**src/rtl/cpu_control_fsm.sv**
```systemverilog
// rtl/cpu_control_fsm.sv - multi-cycle control sequencer for the 8-bit CPU datapath
module cpu_control_fsm #(
    parameter int COUNT_W       = 16,
    parameter int FETCH_TIMEOUT = 255
) (
    input  logic               clk,
    input  logic               reset,
    input  logic               mem_ready,
    input  logic [7:0]         ir_instruction,
    input  logic               zero_flag,
    output logic               pc_inc,
    output logic               pc_load,
    output logic               ir_load,
    output logic               imm_load,
    output logic [3:0]         read_address1,
    output logic [3:0]         read_address2,
    output logic [3:0]         write_address,
    output logic               write_enable,
    output logic [2:0]         alu_op,
    output logic               alu_src_imm,
    output logic               halted,
    output logic               illegal_op,
    output logic               fault,
    output logic [2:0]         state,
    output logic [COUNT_W-1:0] retired_count
);

    typedef enum logic [2:0] {
        S_FETCH  = 3'd0,
        S_DECODE = 3'd1,
        S_IMM    = 3'd2,
        S_EXEC   = 3'd3,
        S_WB     = 3'd4,
        S_HALT   = 3'd5
    } state_t;

    localparam int              TMO_W   = (FETCH_TIMEOUT < 2) ? 1 : $clog2(FETCH_TIMEOUT + 1);
    localparam logic [TMO_W-1:0] TMO_MAX = TMO_W'(FETCH_TIMEOUT);

    state_t             state_q, state_d;
    logic [TMO_W-1:0]   tmo_q, tmo_d;
    logic [COUNT_W-1:0] retired_q, retired_d;
    logic               halted_q, halted_d;
    logic               fault_q, fault_d;

    logic [3:0]         opcode;
    logic               is_nop, is_alu, is_ldi, is_jmp, is_jz, is_halt, is_illegal, is_imm_path;
    logic [TMO_W-1:0]   tmo_inc;
    logic               retire;
    logic               pc_inc_c, pc_load_c, ir_load_c, imm_load_c, write_enable_c, illegal_c;

    assign opcode      = ir_instruction[7:4];
    assign is_nop      = (opcode == 4'h0);
    assign is_alu      = (opcode >= 4'h1) && (opcode <= 4'h6);
    assign is_ldi      = (opcode == 4'h7);
    assign is_jmp      = (opcode == 4'h8);
    assign is_jz       = (opcode == 4'h9);
    assign is_halt     = (opcode == 4'hF);
    assign is_illegal  = (opcode >= 4'hA) && (opcode <= 4'hE);
    assign is_imm_path = is_ldi || is_jmp || is_jz;

    // Register addressing and ALU control follow the IR in every state so they never float.
    assign read_address1 = {2'b00, ir_instruction[3:2]};
    assign read_address2 = {2'b00, ir_instruction[1:0]};
    assign write_address = {2'b00, ir_instruction[3:2]};
    assign alu_src_imm   = is_ldi;

    always_comb begin
        alu_op = 3'd0;
        if (opcode >= 4'h1 && opcode <= 4'h5) begin
            alu_op = 3'(opcode - 4'h1);
        end else if (opcode == 4'h6 || opcode == 4'h7) begin
            alu_op = 3'd5;
        end
    end

    assign tmo_inc = tmo_q + 1'b1;

    always_comb begin
        state_d        = state_q;
        tmo_d          = tmo_q;
        halted_d       = halted_q;
        fault_d        = fault_q;
        retire         = 1'b0;
        pc_inc_c       = 1'b0;
        pc_load_c      = 1'b0;
        ir_load_c      = 1'b0;
        imm_load_c     = 1'b0;
        write_enable_c = 1'b0;
        illegal_c      = 1'b0;

        case (state_q)
            S_FETCH, S_IMM: begin
                if (mem_ready) begin
                    pc_inc_c   = 1'b1;
                    ir_load_c  = (state_q == S_FETCH);
                    imm_load_c = (state_q == S_IMM);
                    tmo_d      = '0;
                    state_d    = (state_q == S_FETCH) ? S_DECODE : S_EXEC;
                end else begin
                    tmo_d = tmo_inc;
                    if (tmo_inc == TMO_MAX) begin
                        state_d  = S_HALT;
                        halted_d = 1'b1;
                        fault_d  = 1'b1;
                    end
                end
            end
            S_DECODE: begin
                if (is_imm_path) begin
                    state_d = S_IMM;
                end else if (is_halt) begin
                    retire   = 1'b1;
                    halted_d = 1'b1;
                    state_d  = S_HALT;
                end else if (is_illegal) begin
                    illegal_c = 1'b1;
                    retire    = 1'b1;
                    state_d   = S_FETCH;
                end else if (is_nop) begin
                    retire  = 1'b1;
                    state_d = S_FETCH;
                end else begin
                    state_d = S_EXEC;
                end
            end
            S_EXEC: begin
                if (is_jmp || is_jz) begin
                    pc_load_c = is_jmp || zero_flag;
                    retire    = 1'b1;
                    state_d   = S_FETCH;
                end else begin
                    state_d = S_WB;
                end
            end
            S_WB: begin
                write_enable_c = 1'b1;
                retire         = 1'b1;
                state_d        = S_FETCH;
            end
            S_HALT: begin
                halted_d = 1'b1;
            end
            default: begin
                // Encodings 6/7 can only come from an upset; park the core as faulted.
                state_d  = S_HALT;
                halted_d = 1'b1;
                fault_d  = 1'b1;
            end
        endcase

        retired_d = retire ? (retired_q + 1'b1) : retired_q;
    end

    always_ff @(posedge clk or negedge reset) begin
        if (!reset) begin
            state_q   <= S_FETCH;
            tmo_q     <= '0;
            retired_q <= '0;
            halted_q  <= 1'b0;
            fault_q   <= 1'b0;
        end else begin
            state_q   <= state_d;
            tmo_q     <= tmo_d;
            retired_q <= retired_d;
            halted_q  <= halted_d;
            fault_q   <= fault_d;
        end
    end

    // Strobes are gated by reset so FETCH with mem_ready high stays quiet while held in reset.
    assign pc_inc        = reset & pc_inc_c;
    assign pc_load       = reset & pc_load_c;
    assign ir_load       = reset & ir_load_c;
    assign imm_load      = reset & imm_load_c;
    assign write_enable  = reset & write_enable_c;
    assign illegal_op    = reset & illegal_c;
    assign halted        = halted_q;
    assign fault         = fault_q;
    assign state         = state_q;
    assign retired_count = retired_q;

endmodule

```
**config.mk**
```make
export PLATFORM = sky130hd
export DESIGN_NAME = cpu_control_fsm
export DESIGN_NICKNAME = d
export VERILOG_FILES = /design/src/rtl/cpu_control_fsm.sv
export SDC_FILE = /design/constraint.sdc
export NUM_CORES = 1
export LEC_CHECK = 0
export ABC_AREA = 1
export CORE_MARGIN = 3
export CORE_UTILIZATION = 44
export DETAILED_ROUTE_END_ITERATION = 10
export PLACE_DENSITY_LB_ADDON = 0.15
export SLEW_MARGIN = 20
export SYNTH_ARGS = -nofsm -noshare
export SYNTH_HDL_FRONTEND = slang
export SYNTH_SLANG_ARGS = --single-unit
```
**constraint.sdc**
```tcl
create_clock -name clk -period 1.4 [get_ports clk]
set_input_delay 0.14 -clock clk [delete_from_list [all_inputs] [get_ports clk]]
set_output_delay 0.14 -clock clk [all_outputs]
set_load 0.02 [all_outputs]
```
==> impl_metrics.csv <==
group,metric,value,unit
outcome,run_status,"finished, violations left",
outcome,failed_checks,"setup timing",
synthesis,ys_seq_area_frac,0.353,
flow_run,cap_violations,0,
pwr,swShare,0.452,
sta,finalSetupViolCount,28,
route,first_pass_iters,4,
setup_path,r2r_cells,9,
sta,fin_tns_setup,-2.35,ns
pwr,powerDensity,1620,mW/mm2
route,drt-total-wl,6210,um
clocking,clk_pin_slew,0.06,ns
placement,gp_congestion,0.844,
finish,drive_gt1_frac,0.437,
setup_path,r2r_setup_slack,-0.16,ns
clocking,cts_tree,"done",
synthesis,synth_area_leaders,"dfrtp_1 (35%), nand2_1 (14%), nand3_1 (6.6%)",
sta,min_period,1.56,ns
pwr,power_frac_seq,0.246,
placement,hpwl,3980,um
setup_path,required,1.57,ns
grt,antenna_found_initial,0,
finish,final_area,0.00339,mm2
setup_path,endpoint_kind,"register",
synthesis,netlist_instances,285,
route,initialDrtViolationCount,101,
synthesis,ys_warn_count,0,
finish,diodes,0,
synthesis,synth_cell_types,29,
setup_path,path_class,"register to register",
placement,portBuffers,38,
grt,grt_max_degree,27,
floorplan,die_h,74.4,um
synthesis,ys_seq_elements,29,
placement,pre_cts_ws,-0.859,ns
setup_path,cp-start-kind,"register",
finish,syn2layout_area_growth,64.7,%
grt,grt_pass1_vias,2118,
pwr,p_total,5.48,mW
clocking,cts-root-buf,"clkbuf_8",
finish,fin_cells,441,
sta,holdWs,0.241,ns
pwr,vdd_drop_max,0.945,mV
clocking,numCtsBuffers,5,
pwr,pwr-share-comb,0.633,
min_path,min_path_type,"input pin to async pin",
route,wl_per_cell,14.1,um
grt,overflow,0,
synthesis,synth.avg_cell_area,7.21,um2
route,route.detailed.drc,0,
setup_path,cp_max_fo,6,
placement,postPlaceCellArea,0.00277,mm2
sta,timing.final.crit_share,1.11,
setup_path,r2r_end,"retired_count[0]$_DFFE_PN0P_",
finish,nets,407,
sta,worst_slack,-0.157,ns
floorplan,die_w,74.4,um
route,viasPerCell,5.10,
setup_path,reg2reg_from,"state[2]$_DFFE_PN0P_",
clocking,clock_latency,0.28,ns
pwr,clkPwrFrac,0.121,
placement,post-place-cells,409,
floorplan,dieArea,0.00553,mm2
setup_path,crit_arrival,1.72,ns
grt,grt_pass1_wl,9600,um
clocking,cts-hold-fix-buffers,0,
sta,rsz0062_at_grt,"true",
floorplan,core.rowCount,24,
pwr,p_leak,1.67,nW
grt,globalRouteTotalUtil,0.224,
synthesis,synth_largest_area_cell,"dfrtp_1",
floorplan,top_level_ports,55,
route,num_vias,2248,
sta,slew_viol_final,0,
sta,hold_viol_final,0,
finish,fin_util,0.762,
pwr,p_sw,2.48,mW
floorplan,core,0.00444,mm2
synthesis,synth_area,0.00206,mm2
sta,fmax,0.642,GHz
floorplan,start_util,0.463,
clocking,htreeDepth,2,
pwr,p_int,3.01,mW
route,ant_nets,0,
clocking,cts.sinks,29,
synthesis,yosys.area.top_type_share,0.353,
clocking,clock_path_buffers,2,
sta,clock_skew,0.00455,ns
==> registers in the layout (all words and copies together) (netlist names) <==
name,count
fault,1
halted,1
retired_count,16
state,3
tmo_q,8
==> cells by family after synthesis <==
family                   Yosys count  share of synthesized area
AND/OR/NAND/NOR                  150                      0.312
other                              1                    0.00182
flip-flops                        29                      0.353
AO/OA/AOI/OAI                     34                      0.107
adder cells (fa/ha/maj)            7                     0.0426
XOR/XNOR                          15                     0.0639
buffers and inverters             49                      0.119
==> synthesized netlist by cell type <==
cell type	instances
nor3_1	6
buf_4	12
o22ai_1	3
buf_6	2
xnor2_1	2
xor2_1	13
nor2_2	3
o21a_1	1
dfrtp_1	29
inv_2	2
o21bai_1	1
a21oi_4	1
nand3_1	27
conb_1	1
o211ai_1	1
nor2_1	30
nand2_4	2
ha_1	7
a21oi_1	5
o211a_1	1
inv_1	32
nor4_1	1
nand2_1	78
buf_2	1
nor2_4	1
o21ai_1	4
o21ai_2	6
nand4_1	2
o21ai_0	11
==> layout by cell type, fill, tap and decap left out, types with 6 or more instances in the layout <==
| master | n |
|---|---|
| nand2_1 | 61 |
| buf_4 | 58 |
| inv_1 | 26 |
| dfrtp_1 | 23 |
| nor2_1 | 22 |
| dlygate4sd2_1 | 19 |
| nand3_1 | 15 |
| buf_6 | 14 |
| nand2_2 | 12 |
| nand3_2 | 12 |
| xor2_1 | 12 |
| o21ai_2 | 9 |
| nor2_4 | 7 |
| o21ai_1 | 6 |
| o21ai_0 | 6 |
| conb_1 | 6 |
| dfrtp_2 | 6 |
==> power groups by stage <==
stage | clock, mW | combinational [mW] | sequential, mW
5_1_grt | 0.717 | 3.73 | 1.38
3_5_place_dp | 0 | 2.47 | 1.37
4_1_cts | 0.678 | 3.00 | 1.34
3_3_place_gp | 0 | 2.41 | 1.37
6_report | 0.663 | 3.47 | 1.35
2_1_floorplan | 0 | 1.26 | 1.53
==> how the worst max path moves through the flow <==
stage	from	cells past startpoint	slack, ns	end
after floorplan	state[1]$_DFFE_PN0P_	10	-0.07	retired_count[7]$_DFFE_PN0P_
after global placement	ir_instruction[4]	9	-0.81	illegal_op
after detailed placement	ir_instruction[4]	9	-0.86	alu_op[0]
after CTS	state[2]$_DFFE_PN0P_	5	-0.13	illegal_op
after global routing	state[2]$_DFFE_PN0P_	9	-0.23	retired_count[6]$_DFFE_PN0P_
final	state[2]$_DFFE_PN0P_	9	-0.16	retired_count[0]$_DFFE_PN0P_
==> routing by layer <==
metal	vias to the layer above	track usage	share of wire
met2	66	0.384	0.51
met1	1062	0.284	0.43
met4	0	0.0711	0.013
li1	1111	-	-
met5	-	0	0
met3	9	0.0473	0.043
==> layout make-up <==
type / count / area [um2]
multi-input cells: 215 / 1490
fillers: 335 / 1060
repair buffers: 103 / 876
flip-flops and latches: 29 / 733
inverters: 34 / 138
clock buffers: 8 / 80.1
well taps: 52 / 65.1
==> what timing repair did <==
action	4_1_cts	5_1_grt
resized for setup	132	52
setup buffers	12	9
gates cloned	4	0
pin swaps	32	21
setup endpoints to repair	53	36
==> critical path, cell delays in order, from the launching register on <==
cell     delay (ns)
dfrtp_2        0.43
buf_6          0.13
nor2_4         0.12
buf_6          0.12
inv_4          0.03
nor2_4         0.17
nand2_8        0.15
buf_6          0.17
nand3_2        0.05
nand2_1        0.05
Note: power is estimated with default switching activity, not from simulation.
